## config.mk

```make
export PLATFORM = sky130hd
export DESIGN_NAME = uart_rx_core
export DESIGN_NICKNAME = d
export VERILOG_FILES = /design/src/rtl/uart_pkg.sv /design/src/rtl/sync_2ff.sv /design/src/rtl/uart_rx_core.sv
export SDC_FILE = /design/constraint.sdc
export NUM_CORES = 1
export LEC_CHECK = 0
export BUFFER_PORTS_ARGS = -buffer_cell sky130_fd_sc_hd__buf_4
export CORE_MARGIN = 2
export CORE_UTILIZATION = 44
export DETAILED_ROUTE_END_ITERATION = 12
export SLEW_MARGIN = 20
export SYNTH_ARGS = -nofsm -noshare
export SYNTH_HDL_FRONTEND = slang
export SYNTH_SLANG_ARGS = --single-unit
export TNS_END_PERCENT = 1
```

## constraint.sdc

```tcl
create_clock -name clk -period 1.95 [get_ports clk]
set_clock_uncertainty 0.15 [all_clocks]
set_input_delay 0.39 -clock clk [delete_from_list [all_inputs] [get_ports clk]]
set_output_delay 0.39 -clock clk [all_outputs]
set_load 0.02 [all_outputs]
```

## src/rtl/uart_pkg.sv

```systemverilog
// Shared UART definitions: FSM state type, default clock/line rates and
// the bit-period derivation used by both receive and transmit paths.
// No ports; imported with import uart_pkg::*.
package uart_pkg;

  localparam int unsigned UART_CLK_HZ = 12000000;
  localparam int unsigned UART_BAUD   = 115200;

  typedef enum logic [2:0] {
    IDLE,
    START,
    DATA,
    STOP,
    WAIT_HI
  } uart_state_e;

  // Clocks per bit, rounded to nearest.
  function automatic int unsigned calc_div(input int unsigned clk_hz,
                                           input int unsigned baud);
    return (clk_hz + baud / 2) / baud;
  endfunction

  // Phase count of the bit centre.
  function automatic int unsigned calc_mid(input int unsigned div);
    return div / 2;
  endfunction

endpackage

```

## src/rtl/sync_2ff.sv

```systemverilog
// Purpose: two-flop synchronizer for a single asynchronous input bit.
// Latency: 2 clk cycles from input change (setup met) to q_o.
// Backpressure: none; free-running.
// Ports: clk, rst_n (async active-low), d_i (async input), q_o (synced output).
module sync_2ff #(
  parameter logic RST_VAL = 1'b0
) (
  input  logic clk,
  input  logic rst_n,
  input  logic d_i,
  output logic q_o
);

  logic meta_q, meta_d;
  logic sync_q, sync_d;

  always_comb begin
    meta_d = d_i;
    sync_d = meta_q;
  end

  always_ff @(posedge clk or negedge rst_n) begin
    if (!rst_n) begin
      meta_q <= RST_VAL;
      sync_q <= RST_VAL;
    end else begin
      meta_q <= meta_d;
      sync_q <= sync_d;
    end
  end

  assign q_o = sync_q;

endmodule

```

## src/rtl/uart_rx_core.sv

```systemverilog
// Purpose: 8N1 UART receiver with 3-sample majority vote and a one-entry output holding register.
// Latency: rx falling edge to valid_o = 2 + 9*DIV + M + 2 cycles (992 at 12 MHz / 115200).
// Backpressure: valid/ready; a good byte arriving while the holder is full and not being drained is dropped with overrun_o.
// Ports: clk, rst_n (async active-low), rx (raw pin, idle high), data_o/valid_o/ready_i (byte handshake),
//        frame_err_o, break_o, overrun_o (single-cycle status pulses).
module uart_rx_core
  import uart_pkg::*;
#(
  parameter int unsigned CLK_HZ = UART_CLK_HZ,
  parameter int unsigned BAUD   = UART_BAUD
) (
  input  logic       clk,
  input  logic       rst_n,
  input  logic       rx,
  output logic [7:0] data_o,
  output logic       valid_o,
  input  logic       ready_i,
  output logic       frame_err_o,
  output logic       break_o,
  output logic       overrun_o
);

  localparam int unsigned DIV  = calc_div(CLK_HZ, BAUD);
  localparam int unsigned M    = calc_mid(DIV);
  localparam int          PH_W = $clog2(DIV);

  localparam logic [PH_W-1:0] PH_LAST = PH_W'(DIV - 1);
  localparam logic [PH_W-1:0] PH_S0   = PH_W'(M - 1);
  localparam logic [PH_W-1:0] PH_S1   = PH_W'(M);
  localparam logic [PH_W-1:0] PH_DEC  = PH_W'(M + 1);

  logic rx_s;

  sync_2ff #(.RST_VAL(1'b1)) u_sync (
    .clk   (clk),
    .rst_n (rst_n),
    .d_i   (rx),
    .q_o   (rx_s)
  );

  uart_state_e     state_q, state_d;
  logic [PH_W-1:0] phase_q, phase_d;
  logic [2:0]      idx_q, idx_d;
  logic            done_q, done_d;     // all 8 data bits decided, waiting for the wrap into STOP
  logic [7:0]      shreg_q, shreg_d;
  logic [1:0]      smp_q, smp_d;       // samples taken at phases M-1 and M
  logic [7:0]      data_q, data_d;
  logic            valid_q, valid_d;
  logic            ferr_q, ferr_d;
  logic            brk_q, brk_d;
  logic            ovr_q, ovr_d;

  logic            maj;
  logic            at_dec;
  logic            at_wrap;
  logic [PH_W-1:0] phase_adv;
  logic            good_byte;
  logic            consume;

  // Third sample is the live synced value at phase M+1.
  assign maj       = (smp_q[0] & smp_q[1]) | (smp_q[0] & rx_s) | (smp_q[1] & rx_s);
  assign at_dec    = (phase_q == PH_DEC);
  assign at_wrap   = (phase_q == PH_LAST);
  assign phase_adv = at_wrap ? '0 : phase_q + PH_W'(1);
  assign consume   = valid_q & ready_i;

  always_comb begin
    state_d   = state_q;
    phase_d   = phase_q;
    idx_d     = idx_q;
    done_d    = done_q;
    shreg_d   = shreg_q;
    smp_d     = smp_q;
    ferr_d    = 1'b0;
    brk_d     = 1'b0;
    good_byte = 1'b0;

    if (phase_q == PH_S0) smp_d[0] = rx_s;
    if (phase_q == PH_S1) smp_d[1] = rx_s;

    case (state_q)
      IDLE: begin
        phase_d = '0;
        idx_d   = '0;
        done_d  = 1'b0;
        if (!rx_s) state_d = START;
      end

      START: begin
        phase_d = phase_adv;
        if (at_dec) begin
          if (maj) begin
            state_d = IDLE;
            phase_d = '0;
          end else begin
            state_d = DATA;
            idx_d   = '0;
          end
        end
      end

      DATA: begin
        phase_d = phase_adv;
        if (at_dec) begin
          shreg_d = {maj, shreg_q[7:1]};
          if (idx_q == 3'd7) done_d = 1'b1;
          else               idx_d  = idx_q + 3'd1;
        end
        if (at_wrap && done_q) begin
          state_d = STOP;
          done_d  = 1'b0;
        end
      end

      STOP: begin
        phase_d = phase_adv;
        if (at_dec) begin
          phase_d = '0;
          // Good stop returns to IDLE at the bit centre so a start bit
          // immediately after the stop bit is not missed.
          if (maj) begin
            good_byte = 1'b1;
            state_d   = IDLE;
          end else begin
            ferr_d  = 1'b1;
            brk_d   = (shreg_q == 8'h00);
            state_d = WAIT_HI;
          end
        end
      end

      WAIT_HI: begin
        phase_d = '0;
        if (rx_s) state_d = IDLE;
      end

      default: begin
        state_d = IDLE;
        phase_d = '0;
      end
    endcase
  end

  // Holding register: a new byte may replace the old one only in the
  // cycle the old one is being consumed.
  always_comb begin
    data_d  = data_q;
    valid_d = valid_q;
    ovr_d   = 1'b0;
    if (good_byte) begin
      if (!valid_q || consume) begin
        data_d  = shreg_q;
        valid_d = 1'b1;
      end else begin
        ovr_d = 1'b1;
      end
    end else if (consume) begin
      valid_d = 1'b0;
    end
  end

  always_ff @(posedge clk or negedge rst_n) begin
    if (!rst_n) begin
      state_q <= IDLE;
      phase_q <= '0;
      idx_q   <= '0;
      done_q  <= 1'b0;
      shreg_q <= '0;
      smp_q   <= '0;
      data_q  <= '0;
      valid_q <= 1'b0;
      ferr_q  <= 1'b0;
      brk_q   <= 1'b0;
      ovr_q   <= 1'b0;
    end else begin
      state_q <= state_d;
      phase_q <= phase_d;
      idx_q   <= idx_d;
      done_q  <= done_d;
      shreg_q <= shreg_d;
      smp_q   <= smp_d;
      data_q  <= data_d;
      valid_q <= valid_d;
      ferr_q  <= ferr_d;
      brk_q   <= brk_d;
      ovr_q   <= ovr_d;
    end
  end

  assign data_o      = data_q;
  assign valid_o     = valid_q;
  assign frame_err_o = ferr_q;
  assign break_o     = brk_q;
  assign overrun_o   = ovr_q;

endmodule

```

* Word-level counts from Yosys, hierarchy flattened
Cells that the tools add are included.
** Operators by class
- Eq/ne operators :: 20
- Add/sub/neg operators :: 2
- Reductions and logical operators :: 14
- Bitwise operators :: 6
- Muxes and demuxes :: 36
** Operators by type and width (count)
- $mux W3 :: 10
- $mux W7 :: 4
- $eq A7 B6 Y1 const B :: 3
- $pmux W7 S3 :: 1
- $mux W1 :: 17
- $pmux W3 S5 :: 1
- $ne A2 B2 Y1 const B :: 7
- $reduce_and A5 Y1 :: 2
- $pmux W3 S3 :: 1
- $logic_not A8 Y1 :: 1
- $add A7 B1 Y7 const B :: 1
- $eq A7 B7 Y1 const B :: 1
- $eq A3 B2 Y1 const B :: 2
- $eq A3 B3 Y1 const B :: 2
- $ne A3 B3 Y1 const B :: 2
- $reduce_and A2 Y1 :: 3
- $and A1 B1 Y1 :: 4
- $ne A2 B1 Y1 const B :: 2
- $reduce_bool A2 Y1 :: 2
- $add A3 B1 Y3 const B :: 1
- $eq A3 B1 Y1 const B :: 1
- $logic_not A3 Y1 :: 1
- $reduce_and A3 Y1 :: 1
- $reduce_bool A3 Y1 :: 1
- other kinds (6) :: 7
** Storage, ports and cells
- Input bits :: 4
- Output and inout port bits :: 12
- Word-level logic and storage cells :: 92
- Flip-flop bits (word level) :: 38

* Depth between registers and ports, before layout
- Depth after elaboration :: 8
- Gate-level depth with buffers :: 7

* Modules after synthesis
From an unflattened synthesis, not the netlist that was laid out.
** Unflattened totals
- Cells, all modules :: 144
- Area total of the unflattened synthesis :: 1745.4 µm²
** By module, submodules not included
- uart_rx_core :: cells each 142, sequential area each 900.9 µm², times used 1, area an instance 1692.9 µm²
- sync_2ff :: cells each 2, sequential area each 52.6 µm², times used 1, area an instance 52.6 µm²

* Worst setup path after synthesis
OpenSTA, ideal clock, no wires.
- Kind :: register -> register
- Start :: register phase_q[6]
- End :: register data_q[0] (netlist: data_o[0])
- Library setup time :: 0.125 ns
- Data arrival time :: 1.725 ns
- Setup slack :: -0.050 ns
- Stages on the path, launching flop included :: 6
- Buffers on the path :: 1
- Path through :: dfrtp_1 or3b_4 nor4_4 and3_1 buf_6 mux2_4
** On the way
- Cells in the longest elaborated chain, start to end :: 4
** Ends and longest elaborated chain
- start, declared :: RTL line uart_rx_core.sv:42 : logic [PH_W-1:0] phase_q, phase_d;
- start signal, assigned :: RTL line uart_rx_core.sv:177 : phase_q <= phase_d;
- $eq A7 B6 Y1 :: RTL line uart_rx_core.sv:62 : assign at_dec = (phase_q == PH_DEC);
- $mux W1 :: RTL line uart_rx_core.sv:117 : if (at_dec) begin
- $mux W1 :: RTL line uart_rx_core.sv:81 : case (state_q)
- $reduce_and A2 Y1 (no source line)
- end signal, assigned :: RTL line uart_rx_core.sv:182 : data_q <= data_d;
- end, declared :: RTL line uart_rx_core.sv:47 : logic [7:0] data_q, data_d;
Every way passes these cells.
A chain may end at the register's enable or synchronous reset.

* Worst setup path after layout
- Start :: register phase_q[6]
- End :: register data_q[6] (netlist: data_o[6])
Same word-level chain as after synthesis.

==> impl_metrics.py <==
metrics = {
    "sta": {
        "rsz0062_at_grt": "true",
        "finalHoldViolations": 0,
        "min_period_ns": 1.962,
        "maxSlewViolCount": 0,
        "setup_ws_ns": -0.01226,
        "setup_viol": 4,
        "worst_hold_slack_ns": 0.04097,
        "fmax_ghz": 0.5096,
        "min_period_over_period_pct": 100.6,
        "max_slew_margin_pct": 68.28,
        "tightest_slew_ns": 0.4758,
    },
    "finish": {
        "final_net_count": 189,
        "insertedDiodeCount": 0,
        "final_common_cell": "dfrtp_1",
        "regArea_sq_um": 953.4,
        "drive_above_1_share_pct": 43.09,
        "final_cell_mix": "dfrtp_1, buf_4, nor2_1",
        "area_delta_synth_final_pct": 30.12,
        "fillCellCount": 304,
        "multiInputGateArea_sq_um": 800.8,
    },
    "synthesis": {
        "postSynthCellCount": 143,
        "synthesis.nets": 152,
        "avgSynthCellArea_sq_um": 12.08,
        "synth-main-ff-cell": "dfrtp_1",
        "syn-cell-area_sq_um": 1728,
        "synth_edf_count": 0,
        "async_flop_share_pct": 100.0,
        "synthDistinctLibCells": 37,
        "yosys_warnings": 0,
        "synth-seq-cells": 38,
        "yosysSeqAreaShare_pct": 55.18,
    },
    "setup_path": {
        "cp_cell_sequence": "or3b_4 -> nor4_4 -> and3_4 -> buf_12 -> mux2_4",
        "max_stage_delay_ns": 0.46,
        "cp.required_ns": 1.99,
        "worstReg2RegStart": "phase_q[6]",
        "worstPathMaxFanout": 8,
        "worstSetupPathType": "reg -> reg",
        "endpoint_kind": "flip-flop",
        "arrival_ns": 2.00,
        "cp-startpoint": "phase_q[6]",
        "start_kind": "flip-flop",
        "cp_slowest_cell": "or3b_4",
    },
    "power": {
        "cellPowerDensity_nw_per_um2": 661.3,
        "seq_power_share_pct": 53.3,
        "internal_power_uw": 1177,
        "clkPwrFrac_pct": 45.2,
        "ir_drop_v": 0.0004659,
        "p_sw_share_pct": 20.82,
        "power.total_uw": 1487,
        "pwr-share-comb_pct": 1.4,
        "p_sw_uw": 309.6,
        "leakage_uw": 0.001046,
    },
    "die": {
        "io_pins": 16,
        "die_h_um": 66.67,
        "core-area_sq_um": 3716,
        "start_util_pct": 46.50,
        "dieArea_sq_um": 4444,
        "die_w_um": 66.67,
        "rows": 22,
    },
    "clocking": {
        "cts_tree": "built",
        "clock_latency_ns": 0.30,
        "cts_inserted_buffers": 5,
        "root_buffer": "clkbuf_8",
        "clockBufferDepth": 2,
        "htreeDepth": 2,
        "clkTransAtPathRegs_ns": 0.08,
        "clkSinkCount": 38,
    },
    "place": {
        "place_hpwl_um": 2369,
        "gp_congestion": 0.8378,
        "port_buffers": 15,
        "place_ws_ns": -0.08462,
    },
    "routing": {
        "routed_via_density": 5.153,
        "wl_per_cell_um": 14.85,
        "drt_wl_total_um": 3401,
        "num_vias": 1180,
        "drt_iter0_drc": 54,
        "dr.pass1.iters": 4,
        "drtAntennaViolNets": 0,
        "drc_errors": 0,
    },
    "flow_run": {
        "drv_cap": 0,
    },
    "global_route": {
        "grt_pass1_wl_um": 5768,
        "antenna_found_initial": 0,
        "grt_max_degree": 39,
        "grt_pass1_vias": 1164,
        "grt_usage_pct": 18.09,
        "grt_overflow": 0,
    },
    "run_status": {
        "violations": "setup timing",
        "status": "complete, but fails checks",
    },
    "worst_hold_path": {
        "hold_class": "in -> reg",
        "min_from": "rx",
    },
}
## final timing paths
check / end / slack, ns / depth (start not counted)
setup / recovery: data_o[6] / -0.01 / 5
hold / removal: u_sync.meta_q / 0.04 / 1
setup reg to reg: data_o[6] / -0.01 / 5
hold reg to reg: u_sync.q_o / 0.21 / 0
max in group asynchronous: u_sync.q_o / 0.86 / 2
min in group asynchronous: data_o[1] / 0.43 / 2
## Yosys cell counts (2+ instances only)
cell type   n  area (sq um)
dfrtp_1    36         900.9
nor2_1     13         48.80
mux2_2     10         112.6
nand2_1    10         37.54
inv_1       8         30.03
mux2_4      8         120.1
o21ai_0     7         35.03
and3_1      5         31.28
ha_1        5         62.56
nand3_1     4         20.02
clkbuf_1    3         11.26
nor4_1      3         18.77
xnor2_1     3         26.28
a21oi_1     2         10.01
dfstp_2     2         52.55
nor2b_1     2         12.51
xor2_1      2         17.52
## routing by layer
layer  GRT usage [%]  routed length [um]
met5               0                   0
met4           8.418                  74
met3           5.574                 114
met2           27.13                1621
met1           23.88                1590
## kinds of logic after synthesis
| kind of cell | share of synthesized area, % |
|---|---|
| compound gates | 5.214 |
| xor+xnor | 2.535 |
| fa+ha+maj | 4.200 |
| buf+inv | 3.331 |
| flops | 55.18 |
| mux | 13.47 |
| simple gates | 16.08 |
## worst max-delay path: cells and delay by family, from the launching register on
kind	cells	cell delay, ns
buffers and inverters	1	0.13
AND/OR/NAND/NOR	3	0.88
flip-flops	1	0.39
multiplexers	1	0.30
## per-stage QoR
stage / setup TNS (ns) / instance area, sq um / cells / util [%]
detailed placement: -0.6706 / 2026 / 218 / 54.51
global placement: -0.2147 / 2026 / 218 / 54.51
finish: -0.02479 / 2248 / 229 / 60.51
floorplan: 0 / 1728 / 143 / -
CTS: -0.004831 / 2192 / 227 / 58.99
global route: -0.9850 / 2248 / 229 / 60.51
## power by group through the flow
| stage | clock network [uW] | registers [uW] | logic, uW |
|---|---|---|---|
| global route | 722 | 793 | 25.5 |
| floorplan | 0 | 808 | 1.06 |
| global placement | 0 | 808 | 20.6 |
| CTS | 688 | 793 | 22.7 |
| finish | 673 | 793 | 21.5 |
| detailed placement | 0 | 808 | 21.3 |
## area by class of cell
class | count | area share (%)
Sequential cell | 38 | 42.40
Multi-Input combinational cell | 92 | 35.61
Timing Repair Buffer | 35 | 12.91
Clock buffer | 5 | 3.061
Tap cell | 48 | 2.671
Clock inverter | 3 | 2.003
Inverter | 8 | 1.336
## state kept, by name, indices dropped and copies added, names as in the netlist
name and cells:
u_sync.meta_q 1, idx_q 3, u_sync.q_o 1, overrun_o 1, phase_q 7, state_q 3, data_o 8, valid_o 1
smp_q 2, break_o 1, done_q 1, shreg_q 8, frame_err_o 1
## timing repair
action | in CTS | in global routing
buffers inserted | 0 | 2
endpoints found under the setup margin | 19 | 27
hold buffers | 1 | 0
pin swaps | 1 | 1
endpoints found under the hold margin | 36 | 0
gates resized for setup | 10 | 9
No activity file was read; power rests on OpenSTA's default activity.
